===== src/rtl/seq_mult_sxu_pkg.sv =====
// Shared types and width helpers for the sequential signed-by-unsigned MAC.
// The widths depend on the instance parameters, so they are provided as constant functions.
package mult_pkg;

  typedef enum logic [1:0] {
    IDLE,
    CALC,
    ACC,
    DONE
  } state_t;

  // Width of the exact product of a (wa+1)-bit signed and a wb-bit unsigned operand.
  function automatic int prod_width(input int wa, input int wb);
    return wa + wb + 1;
  endfunction

  // Width of the counter that walks the bits of b.
  function automatic int cnt_width(input int wb);
    return $clog2(wb + 1);
  endfunction

  function automatic bit acc_width_ok(input int acc_w, input int pw);
    return acc_w >= pw;
  endfunction

endpackage


===== src/rtl/seq_mult_sxu_acc_add_ovf.sv =====
// Combinational signed adder for the running sum.
// ovf flags a two's-complement overflow of the W-bit result.
module acc_add_ovf #(
  parameter int W = 16
) (
  input  logic [W-1:0] a,
  input  logic [W-1:0] b,
  output logic [W-1:0] sum,
  output logic         ovf
);

  assign sum = a + b;
  // Overflow only when both addends share a sign and the result's sign differs.
  assign ovf = (a[W-1] == b[W-1]) && (sum[W-1] != a[W-1]);

endmodule


===== src/rtl/seq_mult_sxu.sv =====
// Multi-cycle signed {as,a} x unsigned b multiply-accumulate, one b bit per cycle.
// Valid/ready handshake on both sides; acc/ovf persist until a load transaction or reset.
module seq_mult_sxu
  import mult_pkg::*;
#(
  parameter int WA    = 2,
  parameter int WB    = 2,
  parameter int ACC_W = 16
) (
  input  logic                 clk,
  input  logic                 rst,
  input  logic                 in_valid,
  output logic                 in_ready,
  input  logic                 as,
  input  logic [WA-1:0]        a,
  input  logic [WB-1:0]        b,
  input  logic                 acc_mode,
  output logic                 out_valid,
  input  logic                 out_ready,
  output logic [WA+WB:0]       mul,
  output logic [ACC_W-1:0]     acc,
  output logic                 ovf
);

  localparam int PW = prod_width(WA, WB);
  localparam int CW = cnt_width(WB);

  if (!acc_width_ok(ACC_W, PW)) begin : g_bad_acc_w
    $error("seq_mult_sxu: ACC_W must be at least WA+WB+1");
  end

  state_t                 state, state_nx;
  logic signed [PW-1:0]   mcand;    // sext({as,a}) pre-shifted to the current bit weight
  logic signed [PW-1:0]   prod;
  logic [WB-1:0]          op_b;     // shifts right so bit 0 is always the current b bit
  logic                   mode;
  logic [CW-1:0]          cnt;
  logic                   last_bit;
  logic [ACC_W-1:0]       prod_ext;
  logic [ACC_W-1:0]       acc_sum;
  logic                   add_ovf;

  assign last_bit = (cnt == CW'(WB - 1));
  assign prod_ext = ACC_W'(prod);

  assign in_ready  = (state == IDLE) && !rst;
  assign out_valid = (state == DONE);

  acc_add_ovf #(.W(ACC_W)) u_add (
    .a   (acc),
    .b   (prod_ext),
    .sum (acc_sum),
    .ovf (add_ovf)
  );

  always_comb begin
    // NOTE: default assigned first so no path through this block can infer a latch.
    state_nx = state;
    unique case (state)
      IDLE: if (in_valid) state_nx = CALC;
      CALC: if (last_bit) state_nx = ACC;
      ACC:  state_nx = DONE;
      DONE: if (out_ready) state_nx = IDLE;
      default: state_nx = IDLE;
    endcase
  end

  always_ff @(posedge clk) begin
    if (rst) begin
      state <= IDLE;
      cnt   <= '0;
      prod  <= '0;
      mul   <= '0;
      acc   <= '0;
      ovf   <= 1'b0;
    end else begin
      state <= state_nx;
      unique case (state)
        IDLE: begin
          // NOTE: operand registers are left out of reset; they are always loaded on accept.
          if (in_valid) begin
            mcand <= PW'(signed'({as, a}));
            op_b  <= b;
            mode  <= acc_mode;
            prod  <= '0;
            cnt   <= '0;
          end
        end
        CALC: begin
          if (op_b[0]) prod <= prod + mcand;
          mcand <= mcand <<< 1;
          op_b  <= op_b >> 1;
          cnt   <= cnt + CW'(1);
        end
        ACC: begin
          mul <= prod;
          if (mode) begin
            acc <= acc_sum;
            ovf <= ovf | add_ovf;
          end else begin
            acc <= prod_ext;
            ovf <= 1'b0;
          end
        end
        DONE: ;
        default: ;
      endcase
    end
  end

endmodule


===== config.mk =====
export PLATFORM = sky130hd
export DESIGN_NAME = seq_mult_sxu
export DESIGN_NICKNAME = d
export VERILOG_FILES = /design/src/rtl/seq_mult_sxu_pkg.sv /design/src/rtl/seq_mult_sxu_acc_add_ovf.sv /design/src/rtl/seq_mult_sxu.sv
export SDC_FILE = /design/constraint.sdc
export NUM_CORES = 1
export LEC_CHECK = 0
export CAP_MARGIN = 40
export CORE_ASPECT_RATIO = 0.75
export CORE_UTILIZATION = 35
export DETAILED_ROUTE_END_ITERATION = 16
export GPL_ROUTABILITY_DRIVEN = 1
export GPL_TIMING_DRIVEN = 1
export PLACE_DENSITY = 0.63
export SYNTH_ARGS = -nofsm -noshare
export SYNTH_HDL_FRONTEND = slang
export SYNTH_SLANG_ARGS = --single-unit
export TNS_END_PERCENT = 100

===== constraint.sdc =====
create_clock -name clk -period 3.65 [get_ports clk]
set_input_delay 0.9125 -clock clk [delete_from_list [all_inputs] [get_ports clk]]
set_output_delay 0.9125 -clock clk [all_outputs]
set_load 0.005 [all_outputs]

After elaboration in Yosys (flattened, before gate mapping)
Cells that the tools add are included.
{ "word_totals": {"reg_bits": 39, "inputBits": 10, "output_inout_bits": 24, "word_cells": 49} }
{ "classes": {"addsub": 3, "n_eq_ne": 10, "n_mux": 15, "bitwise": 2, "reduce_logical": 10} }
{ "op_table": {"columns": ["cell", "n"], "rows": [
  ["$pmux 5 s2", 2],
  ["$add 16x16->16", 1],
  ["$mux 16", 1],
  ["$mux 5", 3],
  ["$reduce_and 3->1", 4],
  ["$mux 2", 5],
  ["$pmux 2 s2", 2],
  ["$pmux 2 s4", 1],
  ["$ne 2x2->1 const B", 3],
  ["$add 5x5->5", 1],
  ["$eq 2x1->1 const B", 2],
  ["$eq 2x2->1 const B", 2],
  ["$add 2x1->2 const B", 1],
  ["$logic_and 1x1->1", 2],
  ["$logic_not 2->1", 1],
  ["$ne 2x1->1 const B", 1],
  ["$reduce_and 2->1", 1],
  ["$reduce_bool 2->1", 1],
  ["$eq 1x1->1", 1],
  ["$logic_not 1->1", 1],
  ["$mux 1", 1],
  ["$ne 1x1->1", 1],
  ["$not 1->1", 1],
  ["$or 1x1->1", 1]
]} }

Logic depth before layout (Yosys ltp)
{ "logic_depth": {"depth_word": 5, "depth_mapped": 10, "mapped_depth_nobuf": 10} }

Hierarchy
Synthesis repeated with hierarchy kept, for this count alone.
{ "unflattened": {"hier_cells": 283, "area_unflattened_um2": 2513.7} }
{ "by_module_without_submodules": {"columns": ["module", "instances", "cells_per_inst", "area_per_inst_um2", "seq_area_each_um2"], "rows": [
  ["seq_mult_sxu", 1, 190, 1816.7, 860.8],
  ["acc_add_ovf", 1, 93, 696.9, 0.0]
]} }

Worst setup path before layout
No wires, ideal clock.
{ "synth_timing": {"path_kind": "register to register", "start": "register prod[4]", "end": "register acc[14]", "setup_ns": 0.063, "arrival_time_ns": 2.135, "t_required_ns": 3.587, "path_slack_ns": 1.452, "stages_incl_launch_ff": 9, "n_path_buf": 0, "period_less_slack_ns": 2.198, "path_cell_list": "dfxtp_1 > ha_1 > a21o_1 > a21o_1 > a21oi_1 > nand3_2 > a221o_1 > a21o_1 > nand3_1"} }
{ "synth_between": {"elab_chain_cells": 2} }
{ "synth_lines": {"columns": ["element", "line", "text"], "rows": [
  ["from (decl)", "seq_mult_sxu.sv:34", "logic signed [PW-1:0] prod;"],
  ["from (signal assigned)", "seq_mult_sxu.sv:90", "if (op_b[0]) prod <= prod + mcand;"],
  ["$add 16x16->16", "seq_mult_sxu_acc_add_ovf.sv:12", "assign sum = a + b;"],
  ["$mux 16 (*)", "seq_mult_sxu.sv:97", "if (mode) begin"],
  ["to (signal assigned)", "seq_mult_sxu.sv:98", "acc <= acc_sum;"],
  ["to (signal assigned)", "seq_mult_sxu.sv:101", "acc <= prod_ext;"],
  ["to (decl)", "seq_mult_sxu.sv:21", "output logic [ACC_W-1:0] acc,"]
]} }
Mark *: on every way between the ends. The rest lies on a longest branch, timed or not.
A chain may end at the register's enable or synchronous reset.

Worst setup path in the final report
{ "layout_timing": {"start": "input port rst", "end": "output port in_ready"} }
{ "layout_between": {"elab_chain_cells": 2} }
{ "layout_lines": {"columns": ["element", "line", "text"], "rows": [
  ["from (decl)", "seq_mult_sxu.sv:11", "input logic rst,"],
  ["$logic_not 1->1", "seq_mult_sxu.sv:46", "assign in_ready = (state == IDLE) && !rst;"],
  ["$logic_and 1x1->1", "seq_mult_sxu.sv:46", null],
  ["to (decl)", "seq_mult_sxu.sv:13", "output logic in_ready,"]
]} }
No other way between the ends.

==> metrics.md <==
| Metric | Value |
|---|---|
| Critical path type | input pin to output pin |
| Count leader, synth | nor2_1 |
| Post-synth net total | 325 |
| H-tree depth | 2 |
| RSZ-0062 raised after global routing | no |
| Clk buf depth | 2 |
| Pin count of the biggest net entering global routing | 31 |
| Site Rows | 26 |
| Post CTS Setup Buffer Count | 0 |
| Top_reg_cell synth | dfxtp_1 |
| Startpoint types | input pin |
| Layout area overhead | 22.23% |
| Die W | 99.47 um |
| Final Hold Violating Endpoints | 0 |
| WL final | approximately 5500 um |
| Achievable Freq | between 300 and 400 MHz |
| Status | complete, no violations |
| Crit path buffers/inverters | 2 |
| Die Ht | 75.10 um |
| Clock sink count | 39 |
| # hold bufs at CTS | 0 |
| Routed wire per std cell | 12.96 um |
| Final Power | 1.931 mW |
| Post-CTS sizing | 0 |
| Seq/Total Area, Yosys | 34.52% |
| Final min period | 2925 ps |
| CTS tree | done |
| Critical path endpoint category | output pin |
| Vias in the first global route | between 1500 and 2000 |
| Final antenna-violating net count | 0 |
| Cells after Synth | 289 |
| First-pass GRT wire length | 9370 um |
| Worst min path class | flip-flop to flip-flop |
| Global Route met2 Usage | between 20% and 30% |
| Slew Limit Fails | 0 |
| Worst Skew | 11.99 ps |
| Synth warnings | 0 |
| Max-cap violations | 0 |
| GRT met3 Usage | 3.435% |
| CP most frequent cell | clkdlybuf4s50_1 |
| GP Congestion | 0.7847 |
| Worst VDD drop | 0.2308 mV |
| Critical Path RT | 2740 ps |
| # DRC | 0 |
| Cell area after synthesis | 2494 um^2 |
| I/O pin cnt | 34 |
| Final Instance Area | between 3000 and 4000 um^2 |
| Setup_tns | 0 ps |
| Antenna cell count | 0 |
| Clock buffer count from CTS | 5 |
| CP Data Arrival Time | 2010 ps |
| Vias per inst | 5.043 |
| Number of synthesized flops with an enable pin | 8 |
| Die Area | 7470 um^2 |
| Slowest CP cell | clkdlybuf4s50_1 |
| Leakage | 1.293 nW |
| Pre-Repair DR Iteration Count | 4 |
| Nets@finish | 358 |
| IO buf count | 33 |
| Synth top area cells | dfxtp_1, ha_1, edfxtp_1, nor2_1, a21oi_1 |
| CTS root buf | clkbuf_8 |
| Synth Register Bits | 39 |
| Core Util, Final | 44.40% |
| Initial Util | 36.33% |
| Worst-path maximum fanout | 2 |
| Slowest stage delay, CP | 520 ps |
| Pwr/cell area | 633.6 nW/um^2 |
| Setup-failing EPs final | 0 |
| 1st-iter DRT viols | 115 |
| Area leader, netlist | dfxtp_1 |
| Commonest cells post-synth | nor2_1, dfxtp_1, ha_1 |
| Critical path's top delay family | buffers and inverters |
| Via count | 2123 |
| Worst-Margin Slew | 861.2 ps |
| Initial antenna violation count | 0 |
| Gr busiest metal | met2 |
| Filler cell count | a little under 700 |
| Layout cell share with drive strength beyond 1 | 7.121% |
| GR Layer Usage met1 | 22.17% |
| Clk_lat worst skew | 300 ps |
| Worst slack, placed | approximately 720 ps |
| Worst path cell trace | clkdlybuf4s50_1, nor2b_1, clkdlybuf4s50_1 |
| Clock transition at path regs | 90 ps |
| Overall Global Routing Usage | 16.01% |
| Top-area cell type share of the netlist area | approximately a quarter |
| Yosys cell types | 51 |
| Post-synth ARST share | 0% |
| Slew HR | between 40 and 50% |
| Synthesized area per cell | between 8 and 9 um^2 |
| Placed Instance Area | 2932 um^2 |
| Core ar. | 6864 um^2 |
| Tcrit/Tclk final | 80.12% |
| DP HPWL | between 4000 and 5000 um |
| GRT overflow | 0 |
| Setup ws final | around 730 ps |
placed cells by master, fill, tap and decap left out, drive strengths merged, types with 6 or more instances in the layout:
master	count
edfxtp	8
dfxtp	31
clkdlybuf4s50	33
ha	24
inv	15
a21oi	21
o21ai	16
a21o	10
a211oi	8
nor3	6
nand2	23
nor2	45
mux2i	8
stage by stage:
step,cells,hold WS (ps)
after global placement,413,464.3
after detailed placement,413,466.1
after floorplan,289,452.7
final,421,470.1
after CTS,421,479.2
after global routing,421,503.3
metal layers:
metal | share of wire [%] | vias up | wire length [um]
met3 | 3.1 | 7 | 171
li1 | - | 1103 | -
met1 | 53 | 984 | 2909
met2 | 42 | 29 | 2302
met5 | 0 | - | 0
met4 | 1.4 | 0 | 74
worst paths after layout:
| check | from | end | slack, ps | cells past startpoint |
|---|---|---|---|---|
| worst min register to register | mul[4] | mul[4] | 470 | 2 |
| worst max-delay path | rst | in_ready | 730 | 3 |
| worst max register to register | prod[4] | acc[14] | 1130 | 8 |
| worst min-delay path | mul[4] | mul[4] | 470 | 2 |
logic make-up (layout without fill, tap and decap cells):
family                     after synthesis  after routing  share of synthesized area (%)
xor gates and xnor gates                10             10                          3.512
AOI/OAI and AO/OA                       81             81                          22.33
adders and majority gates               26             26                          13.65
and+or+nand+nor                         99             99                          18.26
muxes                                   10             10                          4.114
buffers and inverters                   24             58                          3.612
DFF                                     39             39                          34.52
tightest hold or removal path, cell delays in order, from the launching register on:
cell,delay (ps)
dfxtp_1,330
nand2_1,50
a21oi_1,50
state kept, by name, indices dropped and copies added (netlist names):
name / flops
acc: 16
cnt: 2
mcand: 5
mode: 1
mul: 5
op_b: 2
ovf: 1
prod: 5
state: 2
layout make-up:
| cell class | instances | area (um^2) | area share [%] |
|---|---|---|---|
| clock buffer | 5 | 68.82 | 2.258 |
| sequential | 39 | 860.8 | 28.24 |
| inverter | 14 | 52.55 | 1.724 |
| clock inverter | 3 | 47.55 | 1.560 |
| timing repair buffer | 36 | 352.8 | 11.58 |
| multi-input combinational | 226 | 1543 | 50.62 |
| tap | 98 | 122.6 | 4.023 |
power by group:
| group | leakage, nW | internal [mW] | switching [mW] |
|---|---|---|---|
| Combinational | 0.907 | 0.411 | 0.460 |
| Sequential | 0.327 | 0.569 | 0.107 |
| Clock | 0.0587 | 0.207 | 0.177 |
No activity file was read; power rests on OpenSTA's default activity.
